**config.mk**
```make
export PLATFORM = sky130hd
export DESIGN_NAME = wb_rr_arbiter
export DESIGN_NICKNAME = d
export VERILOG_FILES = /design/src/rtl/wb_arb_pkg.sv /design/src/rtl/wb_rr_pick.sv /design/src/rtl/wb_rr_arbiter.sv
export SDC_FILE = /design/constraint.sdc
export NUM_CORES = 1
export LEC_CHECK = 0
export ABC_AREA = 1
export ABC_CLOCK_PERIOD_IN_PS = 1800
export BUFFER_PORTS_ARGS = -buffer_cell sky130_fd_sc_hd__buf_2
export CELL_PAD_IN_SITES_DETAIL_PLACEMENT = 0
export CELL_PAD_IN_SITES_GLOBAL_PLACEMENT = 2
export CORE_ASPECT_RATIO = 0.5
export CORE_MARGIN = 3
export CORE_UTILIZATION = 11
export CTS_CLUSTER_DIAMETER = 60
export CTS_CLUSTER_SIZE = 8
export DETAILED_ROUTE_END_ITERATION = 12
export GPL_TIMING_DRIVEN = 0
export PLACE_DENSITY = 0.83
export SLEW_MARGIN = 10
export SYNTH_ARGS = -nofsm -noshare
export SYNTH_HDL_FRONTEND = slang
export SYNTH_HIERARCHICAL = 1
export SYNTH_SLANG_ARGS = --single-unit
```
**constraint.sdc**
```tcl
create_clock -name clk -period 1.8 [get_ports clk]
set_clock_uncertainty 0.05 [all_clocks]
set_input_delay 0.27 -clock clk [delete_from_list [all_inputs] [get_ports clk]]
set_output_delay 0.27 -clock clk [all_outputs]
set_load 0.005 [all_outputs]
```
**src/rtl/wb_arb_pkg.sv**
```systemverilog
// Shared constants and helpers for the three-master Wishbone round-robin arbiter.
package wb_arb_pkg;

    localparam int unsigned NUM_MASTERS     = 3;
    localparam int unsigned M0              = 0;
    localparam int unsigned M1              = 1;
    localparam int unsigned M2              = 2;
    localparam int unsigned TIMEOUT_DEFAULT = 255;

    function automatic logic [1:0] onehot_to_idx(input logic [NUM_MASTERS-1:0] oh);
        logic [1:0] idx;
        idx = '0;
        for (int unsigned i = 0; i < NUM_MASTERS; i++) begin
            if (oh[i]) idx = 2'(i);
        end
        return idx;
    endfunction

endpackage

```
**src/rtl/wb_rr_pick.sv**
```systemverilog
// Rotating-priority picker: searches last+1, last+2, last (mod 3) and returns the first requester one-hot.
module wb_rr_pick
    import wb_arb_pkg::*;
(
    input  logic [NUM_MASTERS-1:0] req_i,
    input  logic [1:0]             last_i,
    output logic [NUM_MASTERS-1:0] pick_o
);

    logic [1:0] idx;
    logic       found;

    always_comb begin
        pick_o = '0;
        found  = 1'b0;
        idx    = '0;
        for (int unsigned i = 1; i <= NUM_MASTERS; i++) begin
            idx = 2'((32'(last_i) + i) % NUM_MASTERS);
            if (!found && req_i[idx]) begin
                pick_o[idx] = 1'b1;
                found       = 1'b1;
            end
        end
    end

endmodule

```
**src/rtl/wb_rr_arbiter.sv**
```systemverilog
// Three-master Wishbone round-robin arbiter onto one shared slave, with a stalled-strobe watchdog.
module wb_rr_arbiter
    import wb_arb_pkg::*;
#(
    parameter int unsigned TIMEOUT = TIMEOUT_DEFAULT
) (
    input  logic        clk,
    input  logic        rst,

    input  logic [31:0] m0_adr_i,
    input  logic [31:0] m0_dat_i,
    input  logic [3:0]  m0_sel_i,
    input  logic        m0_we_i,
    input  logic        m0_cyc_i,
    input  logic        m0_stb_i,
    output logic [31:0] m0_dat_o,
    output logic        m0_ack_o,
    output logic        m0_err_o,

    input  logic [31:0] m1_adr_i,
    input  logic [31:0] m1_dat_i,
    input  logic [3:0]  m1_sel_i,
    input  logic        m1_we_i,
    input  logic        m1_cyc_i,
    input  logic        m1_stb_i,
    output logic [31:0] m1_dat_o,
    output logic        m1_ack_o,
    output logic        m1_err_o,

    input  logic [31:0] m2_adr_i,
    input  logic [31:0] m2_dat_i,
    input  logic [3:0]  m2_sel_i,
    input  logic        m2_we_i,
    input  logic        m2_cyc_i,
    input  logic        m2_stb_i,
    output logic [31:0] m2_dat_o,
    output logic        m2_ack_o,
    output logic        m2_err_o,

    output logic [31:0] s_adr_o,
    output logic [31:0] s_dat_o,
    output logic [3:0]  s_sel_o,
    output logic        s_we_o,
    output logic        s_cyc_o,
    output logic        s_stb_o,
    input  logic [31:0] s_dat_i,
    input  logic        s_ack_i,

    output logic [2:0]  grant_o,
    output logic        timeout_o
);

    // TIMEOUT=0 would give a zero-width counter; keep one bit and hold it at zero.
    localparam int unsigned CW = (TIMEOUT == 0) ? 1 : $clog2(TIMEOUT + 1);

    logic [NUM_MASTERS-1:0] cyc;
    logic [NUM_MASTERS-1:0] stb;
    logic [NUM_MASTERS-1:0] we;
    logic [31:0]            adr [NUM_MASTERS];
    logic [31:0]            wdat[NUM_MASTERS];
    logic [3:0]             sel [NUM_MASTERS];

    assign cyc = {m2_cyc_i, m1_cyc_i, m0_cyc_i};
    assign stb = {m2_stb_i, m1_stb_i, m0_stb_i};
    assign we  = {m2_we_i,  m1_we_i,  m0_we_i};

    assign adr[M0]  = m0_adr_i;
    assign adr[M1]  = m1_adr_i;
    assign adr[M2]  = m2_adr_i;
    assign wdat[M0] = m0_dat_i;
    assign wdat[M1] = m1_dat_i;
    assign wdat[M2] = m2_dat_i;
    assign sel[M0]  = m0_sel_i;
    assign sel[M1]  = m1_sel_i;
    assign sel[M2]  = m2_sel_i;

    logic [NUM_MASTERS-1:0] grant_q, grant_d;
    logic [1:0]             ptr_q, ptr_d;
    logic [CW-1:0]          cnt_q, cnt_d;
    logic [NUM_MASTERS-1:0] pick;
    logic                   g_cyc;
    logic                   g_stb;
    logic                   stall;
    logic                   tmo;

    wb_rr_pick u_pick (
        .req_i  (cyc),
        .last_i (ptr_q),
        .pick_o (pick)
    );

    always_comb begin
        grant_d = grant_q;
        ptr_d   = ptr_q;
        cnt_d   = '0;
        g_cyc   = |(grant_q & cyc);
        g_stb   = |(grant_q & stb);
        stall   = g_stb && !s_ack_i;
        tmo     = 1'b0;

        if (grant_q == '0 || !g_cyc) begin
            grant_d = pick;
            if (pick != '0) ptr_d = onehot_to_idx(pick);
        end

        // Ack on the would-be timeout cycle wins because stall already excludes s_ack_i.
        if (TIMEOUT != 0) begin
            tmo = stall && (cnt_q == CW'(TIMEOUT - 1));
            if (stall && !tmo && grant_d == grant_q) cnt_d = cnt_q + CW'(1);
        end
    end

    always_ff @(posedge clk or negedge rst) begin
        if (!rst) begin
            grant_q <= '0;
            ptr_q   <= 2'(M2);
            cnt_q   <= '0;
        end else begin
            grant_q <= grant_d;
            ptr_q   <= ptr_d;
            cnt_q   <= cnt_d;
        end
    end

    always_comb begin
        s_adr_o = '0;
        s_dat_o = '0;
        s_sel_o = '0;
        s_we_o  = 1'b0;
        for (int unsigned i = 0; i < NUM_MASTERS; i++) begin
            if (grant_q[i]) begin
                s_adr_o = adr[i];
                s_dat_o = wdat[i];
                s_sel_o = sel[i];
                s_we_o  = we[i];
            end
        end
    end

    assign s_cyc_o   = g_cyc && !tmo;
    assign s_stb_o   = g_stb && !tmo;
    assign grant_o   = grant_q;
    assign timeout_o = tmo;

    assign m0_dat_o  = s_dat_i;
    assign m1_dat_o  = s_dat_i;
    assign m2_dat_o  = s_dat_i;
    assign m0_ack_o  = grant_q[M0] && s_ack_i;
    assign m1_ack_o  = grant_q[M1] && s_ack_i;
    assign m2_ack_o  = grant_q[M2] && s_ack_i;
    assign m0_err_o  = grant_q[M0] && tmo;
    assign m1_err_o  = grant_q[M1] && tmo;
    assign m2_err_o  = grant_q[M2] && tmo;

endmodule

```
==> impl_metrics.ini, run 1 <==
[synth]
syn_nets = 730
synth_top_area_cell = buf_4
synth_seq_area_share_pct = 11.00
ys_dominant_reg_cell = dfrtp_1
syn_avg_cell_area_um2 = 6.238
ys_warn_count = 6
syn_area_um2 = 2969
synth.area.top_cells = buf_4, a22oi_1, nand2_1
netlist_instances = 476
yosysTopAreaCellShare_pct = 24.78
synth_edf_count = 0
synth-async-reset-ratio_pct = 100.0
synthDistinctLibCells = 28
ys_seq_elements = 13

[timing]
grt_setup_unrepaired = yes
setup_viol = 85
maxSlewHeadroom_pct = 64.02
hold_ws_ns = 0.4301
slew_viol_final = 0
min_period_ns = 2.182
worstMarginPinSlew_ns = 0.5397
fin_ws_ns = -0.3819
fmax_mhz = 458.3
fin_crit_sh_pct = 121.2
hold_viol_final = 0

[layout]
layout_commonest_cell = buf_2
final_cell_mix = buf_2, buf_4, nand2_1
n_antenna_cell = 0
drive_gt1_share_pct = 76.61
stdcell_count = 1259
finalNetCount = 1170
syn_to_final_growth_pct = 134.7

[cts]
cts_made_buffers = 3
clk_pin_slew_ns = 0.04
cts_sinks = 13
htree_levels = 1
cts-root-buf = clkbuf_16
insertion_delay_ns = 0.24
clock_path_buffers = 2
cts_tree = yes

[status]
status = finished, violations left
failed_checks = setup timing

[drt]
drt_iter0_drc = 171
drtAntennaViolNets = 0
vias_per_cell = 3.904
wirelength_mm = 20.52
drt_first_pass_iters = 4
vias = 4915
drc = 0
post_drt_wl_per_cell_um = 16.30

[power_and_ir_drop]
p_switching_mw = 3.902
power_density_nw_per_um2 = 1176
peakVddDrop_v = 0.0003987
finalPower_mw = 8.193
clkPwrFrac_pct = 5.1
switching_share_pct = 47.62
p_int_mw = 4.291
seqPwrFrac_pct = 5.4
p_leak_nw = 3.559
p_comb_share_pct = 89.5

[critical_path]
crit_fanout = 8
crit_arrival_ns = 2.30
cpMaxStageDelayCell = dfstp_2
r2r_start = ptr_q[1]$_DFFE_PN1P_
worstSetupEndpointType = flop
crit_path_cell_trace = ha_4, nand2_4, nand2_4, a21oi_4, nand4_1, nand3_4, inv_2, nand3_2, nand2_2, nor2_4, nand3_4, nor2_2
required_ns = 1.92
critPathLaunchType = flop
r2r_slack_ns = -0.38
worstSetupPathType = reg -> reg
max_stage_delay_ns = 0.60
r2r_end = cnt_q[6]$_DFF_PN0_
r2r_cells = 12

[min_path]
hp-class = in -> async

[place]
place_hpwl_mm = 16.70
io_buffers = 392
place_inst = 1212
gp_congestion = 0.8234

[global_routing]
grt_max_degree = 14
grt_first_pass_wirelength_mm = 28.04
grt_overflow = 0
grt_pass1_vias = 4740
antenna_found_initial = 0
grt_usage_pct = 12.31

[floorplan]
start_util_pct = 11.48
io_pins = 425
fp.dieW_um = 238.3
die_area_um2 = 29120
rows = 41
coreArea_um2 = 25850
die_h_um = 122.2

[run]
cap_violations = 0
==> worst max-delay path by stage <==
stage	depth (start not counted)	start	end
after global placement	6	grant_o[2]$_DFF_PN0_	s_dat_o[22]
final	12	ptr_q[1]$_DFFE_PN1P_	cnt_q[6]$_DFF_PN0_
after floorplan	14	ptr_q[1]$_DFFE_PN1P_	cnt_q[0]$_DFF_PN0_
after global routing	14	ptr_q[1]$_DFFE_PN1P_	cnt_q[6]$_DFF_PN0_
after detailed placement	16	ptr_q[0]$_DFFE_PN0P_	cnt_q[6]$_DFF_PN0_
after CTS	14	ptr_q[1]$_DFFE_PN1P_	cnt_q[5]$_DFF_PN0_
==> what timing repair did <==
item	CTS	global route
endpoints found under the hold margin	12	0
pin swaps	40	46
setup buffers	28	9
gates resized for setup	250	72
gates cloned	10	0
setup endpoints to repair	90	89
hold buffers	1	0
==> stage by stage <==
step           setup WS [ns]  setup TNS [ns]  area [um^2]  utilization (%)
2_1_floorplan       -0.07830         -0.6264         2995                -
3_3_place_gp         -0.3666          -19.46         5388            20.84
3_5_place_dp         -0.4122          -20.29         5388            20.84
4_1_cts              -0.3155          -10.88         6706            25.94
5_1_grt              -0.4845          -16.24         6969            26.96
6_report             -0.3819          -10.06         6969            26.96
==> registers in the layout (all words and copies together) (netlist names) <==
name / cells
cnt_q: 8
grant_o: 3
ptr_q: 2
==> routing by layer <==
metal | routed length (um) | track usage [%]
met4 | 136 | 1.998
met3 | 594 | 1.221
met2 | 11490 | 23.28
met5 | 0 | 0
met1 | 8300 | 15.44
==> logic make-up after synthesis <==
logic type / count (synthesis) / share of synthesized area, %
buffers and inverters: 153 / 32.57
and+or+nand+nor: 152 / 21.62
AOI/OAI and AO/OA: 146 / 30.51
DFF: 13 / 11.00
xor gates and xnor gates: 6 / 1.770
adders and majority gates: 6 / 2.528
==> power groups by stage <==
stage / logic, mW / registers, mW / clock network (mW)
6_report: 7.34 / 0.441 / 0.417
5_1_grt: 7.91 / 0.448 / 0.447
4_1_cts: 6.82 / 0.434 / 0.427
3_5_place_dp: 4.52 / 0.452 / 0
3_3_place_gp: 4.50 / 0.447 / 0
2_1_floorplan: 2.49 / 0.432 / 0
==> critical path, delay by kind of cell, from the launching register on <==
kind | cells | cell delay (ns)
compound gates | 1 | 0.14
fa+ha+maj | 1 | 0.25
buf+inv | 1 | 0.06
flops | 1 | 0.60
simple gates | 9 | 1.02
==> Yosys cell counts (3+ instances only) <==
cell type	n
nand2_1	104
buf_4	98
o21ai_0	72
a22oi_1	69
inv_1	23
nor2_1	17
nand3_1	16
buf_2	14
dfrtp_1	12
clkbuf_1	11
ha_1	6
xor2_1	4
buf_1	3
nand4_1	3
nor2_2	3
nor3_1	3
==> final cells by class <==
class                           instances  area (um^2)
Multi-Input combinational cell        310         2360
Buffer                                127         1092
Sequential cell                        13        329.1
Timing Repair Buffer                  435         2571
Inverter                               26        107.6
Tap cell                              344        430.4
Clock buffer                            4        78.83
Fill cell                            2840        18890
Power figures use the tool's default switching activity.
==> run 2, diff against run 1 <==
ABC_AREA = not set   (was 1)
CORE_ASPECT_RATIO = 1.5   (was 0.5)
PLACE_DENSITY = 0.81   (was 0.83)
==> run 2 against run 1 <==
The flow still finishes with violations (setup timing); clock power grew 3%; first-iteration DRC count decreased by 44%; final area fell by 5.1%; via count shrank 0.96%; flip-flop and latch count did not move; critical path depth decreased by 1; register-to-register slack got worse by 0.23 ns; synthesized area shrank 0.42%; sequential share of layout area grew 0.25 points; highest routed layer unchanged.
==> impl_metrics.ini, run 2 <==
[layout]
syn_to_final_growth_pct = 123.7
drive_gt1_share_pct = 77.98
largest_register_ff_count = 8
fin_util_pct = 25.32
regMostFlops = cnt_q
fillers = 2933
final_cell_mix = buf_2, buf_4, nand2_1
n_antenna_cell = 0
finalNetCount = 1127
layout_commonest_cell = buf_2

[floorplan]
io_pins = 425
start_util_pct = 11.32
coreArea_um2 = 26130
die_area_um2 = 28920
fp.dieW_um = 139.9
rows = 72
die_h_um = 206.8

[critical_path]
required_ns = 1.93
critPathLaunchType = flop
max_stage_delay_ns = 0.58
crit_arrival_ns = 2.53
crit_path_cell_trace = inv_2, ha_4, mux2i_1, o22ai_1, buf_4, o211ai_1, o22ai_2, xor2_2, o31ai_4, nand3_4, nor2_1
r2r_start = ptr_q[1]$_DFFE_PN1P_
worstSetupPathType = reg -> reg
cpMaxStageDelayCell = dfstp_2
r2r_slack_ns = -0.61
r2r_cells = 11
worstSetupEndpointType = flop
r2r_end = cnt_q[6]$_DFF_PN0_
crit_fanout = 8

[timing]
maxSlewHeadroom_pct = 76.05
fmax_mhz = 415.4
worstMarginPinSlew_ns = 0.3592
slew_viol_final = 0
fin_ws_ns = -0.6075
setup_viol = 88
fin_crit_sh_pct = 133.8
hold_viol_final = 0
min_period_ns = 2.408
grt_setup_unrepaired = yes

[global_routing]
grt_max_degree = 14
grt_usage_pct = 12.55
grt_overflow = 0
grt_pass1_vias = 5123
antenna_found_initial = 0
grt_first_pass_wirelength_mm = 27.99

[synth]
syn_nets = 686
synthDistinctLibCells = 40
syn_area_um2 = 2957
syn_avg_cell_area_um2 = 6.844
ys_warn_count = 6
netlist_instances = 432
synth.most_common_cell = buf_4
synth_commonest_cells = buf_4, nand2_1, a22oi_1, o21ai_0, clkbuf_1
synth-async-reset-ratio_pct = 100.0
synth_top_area_cell = buf_4
synth_edf_count = 0
synth_seq_area_share_pct = 11.05
ys_seq_elements = 13
ys_dominant_reg_cell = dfrtp_1
synth.area.top_cells = buf_4, a22oi_1, o21ai_0
yosysTopAreaCellShare_pct = 24.63

[drt]
post_drt_wl_per_cell_um = 16.39
drt_first_pass_iters = 5
wirelength_mm = 19.76
drt_iter0_drc = 96
vias_per_cell = 4.040
drc = 0
drtAntennaViolNets = 0
vias = 4868

[cts]
insertion_delay_ns = 0.25
cts-root-buf = clkbuf_16
cts_made_buffers = 3
cts_sinks = 13
htree_levels = 1
clock_path_buffers = 2
cts_tree = yes
clk_pin_slew_ns = 0.05

[place]
gp_congestion = 0.8460
post-place-ws_ns = -0.7359
place_hpwl_mm = 16.13
io_buffers = 392

[status]
failed_checks = setup timing
status = finished, violations left

[min_path]
hp-class = in -> reg
holdPathStages = 4
holdPathEnd = cnt_q[7]$_DFF_PN0_
hold_start = s_ack_i

[power_and_ir_drop]
power_density_nw_per_um2 = 1141
p_leak_nw = 3.394
peakVddDrop_v = 0.0006254

[run]
cap_violations = 0
run 2: how the worst max path moves through the flow:
stage	cells past startpoint	start	slack (ns)	end
after floorplan	10	ptr_q[1]$_DFFE_PN1P_	-0.38	cnt_q[2]$_DFF_PN0_
after global placement	10	ptr_q[1]$_DFFE_PN1P_	-0.69	cnt_q[4]$_DFF_PN0_
after detailed placement	10	ptr_q[1]$_DFFE_PN1P_	-0.74	cnt_q[3]$_DFF_PN0_
after CTS	10	ptr_q[1]$_DFFE_PN1P_	-0.59	cnt_q[3]$_DFF_PN0_
after global routing	10	ptr_q[1]$_DFFE_PN1P_	-0.71	cnt_q[3]$_DFF_PN0_
final	11	ptr_q[1]$_DFFE_PN1P_	-0.61	cnt_q[6]$_DFF_PN0_
run 2: layout make-up:
class / instances / area [um^2] / area share, %
tap: 333 / 416.7 / 6.300
clock inverter: 1 / 5.005 / 0.07567
multi-input combinational: 283 / 2205 / 33.33
sequential: 13 / 329.1 / 4.975
timing repair buffer: 438 / 2462 / 37.23
buffer: 128 / 1099 / 16.61
clock buffer: 3 / 75.07 / 1.135
inverter: 6 / 22.52 / 0.3405
run 2: cell families (layout without fill, tap and decap cells):
logic type	after synthesis	after routing	synth area share, %
buffers and inverters	136	576	30.98
XOR/XNOR	9	9	2.920
adder cells (fa/ha/maj)	6	6	2.539
multiplexers	6	6	2.158
AO/OA/AOI/OAI	156	156	34.15
flip-flops	13	13	11.05
AND/OR/NAND/NOR	106	106	16.21
run 2: per-layer routing:
metal	share of wire (%)	global-route usage [%]
met1	32	11.83
met2	55	25.64
met5	0	0
met3	8.3	1.982
met4	4.8	6.406
run 2: worst max-delay path, delay by kind of cell, from the launching register on:
family / cells / cell delay (ns)
buffers and inverters: 2 / 0.22
flip-flops: 1 / 0.58
AND/OR/NAND/NOR: 2 / 0.29
adder cells (fa/ha/maj): 1 / 0.16
XOR/XNOR: 1 / 0.12
AO/OA/AOI/OAI: 4 / 0.78
multiplexers: 1 / 0.12
run 2: repair_timing:
action                                  CTS  global route
hold buffers                              1             0
setup buffers                            36             7
resized for setup                       249            16
endpoints found under the hold margin    12             0
pin swaps                                42            28
cloned                                    3             0
endpoints found under the setup margin   90            88
run 2: per-stage QoR:
step           TNS, ns  cells  total power, mW  instance area (um^2)  hold WS (ns)
6_report        -18.34   1205            7.544                  6614        0.3988
3_5_place_dp    -29.79   1157            5.048                  5361        0.1504
5_1_grt         -23.39   1205            8.093                  6614        0.4274
2_1_floorplan   -3.135    432            2.957                  2983      -0.07559
3_3_place_gp    -28.57   1157            5.047                  5361        0.1489
4_1_cts         -18.56   1199            7.411                  6515        0.3902
run 2: power by group:
| group | total (mW) | internal [mW] | switching, mW |
|---|---|---|---|
| Clock | 0.430 | 0.296 | 0.134 |
| Combinational | 6.67 | 3.40 | 3.27 |
| Sequential | 0.440 | 0.368 | 0.0720 |
| Total | 7.54 | 4.07 | 3.48 |
==> run 3, diff against run 2 <==
ABC_AREA = 1   (was not set)
PLACE_DENSITY = 0.83   (was 0.81)
==> run 3 against run 2 <==
The run still ends with setup timing left; global-route usage grew 1.5 points; via count increased by 4.1%; maximum frequency grew 12%; flip-flop and latch count stayed put; utilization rose by 3.1 points; clock power is 3% lower; first-iteration DRC count grew 21%; hold slack improved by 0.013 ns; final area grew 14%; total power grew 25%; sequential share of layout area down 0.62 points; critical endpoint is now cnt_q[2]$_DFF_PN0_; largest cell class unchanged.
==> impl_metrics.ini, run 3 (same netlist as run 1, synthesis figures left out) <==
[status]
status = finished, violations left
failed_checks = setup timing

[critical_path]
r2r_start = ptr_q[1]$_DFFE_PN1P_
required_ns = 1.92
r2r_cells = 12
r2r_end = cnt_q[2]$_DFF_PN0_
worstSetupPathType = reg -> reg
crit_arrival_ns = 2.27
critPathLaunchType = flop
r2r_slack_ns = -0.35
worstSetupEndpointType = flop
crit_fanout = 8

[layout]
fillers = 2958
syn_to_final_growth_pct = 154.4
largest_register_ff_count = 8
regMostFlops = cnt_q
final_cell_mix = buf_2, buf_4, a22oi_2
drive_gt1_share_pct = 81.58
finalNetCount = 1178
layout_commonest_cell = buf_2
design_area_um2 = 7552

[floorplan]
start_util_pct = 11.17
die_h_um = 207.2
fp.dieW_um = 140.1
io_pins = 425
die_area_um2 = 29040
rows = 73
coreArea_um2 = 26580

[drt]
drtAntennaViolNets = 0
vias_per_cell = 4.017
post_drt_wl_per_cell_um = 17.79
drt_first_pass_iters = 4
wirelength_mm = 22.44
drt_iter0_drc = 116
drc = 0
vias = 5066

[power_and_ir_drop]
p_int_mw = 4.937
switching_share_pct = 47.47
p_switching_mw = 4.461
p_leak_nw = 3.817
power_density_nw_per_um2 = 1244
finalPower_mw = 9.398
clkPwrFrac_pct = 4.4
peakVddDrop_v = 0.0008873
p_comb_share_pct = 90.9
seqPwrFrac_pct = 4.7

[global_routing]
grt_max_degree = 14
grt_pass1_vias = 5173
grt_usage_pct = 14.03
antenna_found_initial = 1
grt_overflow = 0
grt_first_pass_wirelength_mm = 31.52

[timing]
maxSlewHeadroom_pct = 76.32
fmax_mhz = 465.4
slew_viol_final = 0
fin_crit_sh_pct = 119.4
fin_ws_ns = -0.3485
worstMarginPinSlew_ns = 0.3543
hold_viol_final = 0
min_period_ns = 2.149
setup_viol = 85
grt_setup_unrepaired = yes

[cts]
htree_levels = 1
clk_pin_slew_ns = 0.05
cts-root-buf = clkbuf_16
clock_path_buffers = 2
cts_sinks = 13
cts_made_buffers = 3
cts_tree = yes
insertion_delay_ns = 0.24

[place]
gp_congestion = 0.8100
place_area_um2 = 5379
post-place-ws_ns = -1.090
place_hpwl_mm = 17.40
io_buffers = 392

[min_path]
hp-class = in -> async

[run]
cap_violations = 0
run 3: timing repair:
| action | 4_1_cts | 5_1_grt |
|---|---|---|
| gates cloned | 12 | 3 |
| hold buffers | 1 | 0 |
| pin swaps | 46 | 58 |
| endpoints found under the setup margin | 89 | 89 |
| buffers inserted | 28 | 11 |
| endpoints found under the hold margin | 12 | 0 |
| gates resized for setup | 315 | 112 |
run 3: area by class of cell:
| class | instances | area (um^2) | share of cell area, % |
|---|---|---|---|
| sequential | 13 | 329.1 | 4.357 |
| clock inverter | 1 | 5.005 | 0.06627 |
| clock buffer | 3 | 75.07 | 0.9940 |
| antenna | 1 | 2.502 | 0.03313 |
| tap | 337 | 421.7 | 5.583 |
| inverter | 26 | 112.6 | 1.491 |
| timing repair buffer | 445 | 2814 | 37.26 |
| multi-input combinational | 310 | 2582 | 34.19 |
| buffer | 125 | 1210 | 16.02 |
run 3: worst max-delay path by stage:
stage	from	to	slack, ns	cells past startpoint
4_1_cts	ptr_q[1]$_DFFE_PN1P_	cnt_q[0]$_DFF_PN0_	-0.30	14
5_1_grt	ptr_q[1]$_DFFE_PN1P_	cnt_q[5]$_DFF_PN0_	-0.43	12
3_5_place_dp	grant_o[2]$_DFF_PN0_	s_dat_o[2]	-1.09	6
6_report	ptr_q[1]$_DFFE_PN1P_	cnt_q[2]$_DFF_PN0_	-0.35	12
3_3_place_gp	grant_o[2]$_DFF_PN0_	s_dat_o[2]	-1.07	6
2_1_floorplan	ptr_q[1]$_DFFE_PN1P_	cnt_q[0]$_DFF_PN0_	-0.08	14
run 3: power groups by stage:
stage / sequential (mW) / clock, mW / combinational (mW)
final: 0.441 / 0.417 / 8.54
after global routing: 0.448 / 0.446 / 9.22
after CTS: 0.440 / 0.434 / 7.58
after detailed placement: 0.445 / 0 / 4.80
after global placement: 0.440 / 0 / 4.79
after floorplan: 0.432 / 0 / 2.49
run 3: worst max-delay path, cell delays in order (launching register included):
cell	delay, ns
dfstp_2	0.59
ha_4	0.25
nand2_4	0.07
nand2_4	0.07
a21oi_4	0.17
nand4_1	0.17
nand3_4	0.16
inv_4	0.05
nand3_2	0.06
nand2_2	0.06
nor2_4	0.09
nand3_4	0.15
nor2_2	0.12
run 3: per-layer routing:
metal | wire length, um | GRT usage (%) | vias to the layer above
met4 | 220 | 1.705 | 0
met1 | 8359 | 16.21 | 2314
met5 | 0 | 0 | -
met3 | 1780 | 2.558 | 12
met2 | 12080 | 27.15 | 297
li1 | - | - | 2443
run 3: per-stage QoR:
step / hold WS, ns / util, % / setup TNS [ns] / instances
5_1_grt: 0.4498 / 28.40 / -13.72 / 1260
4_1_cts: 0.4031 / 26.17 / -9.658 / 1248
6_report: 0.4117 / 28.41 / -8.048 / 1261
2_1_floorplan: -0.07559 / - / -0.6264 / 476
3_3_place_gp: 0.1255 / 20.24 / -38.63 / 1205
3_5_place_dp: 0.1330 / 20.24 / -40.56 / 1205
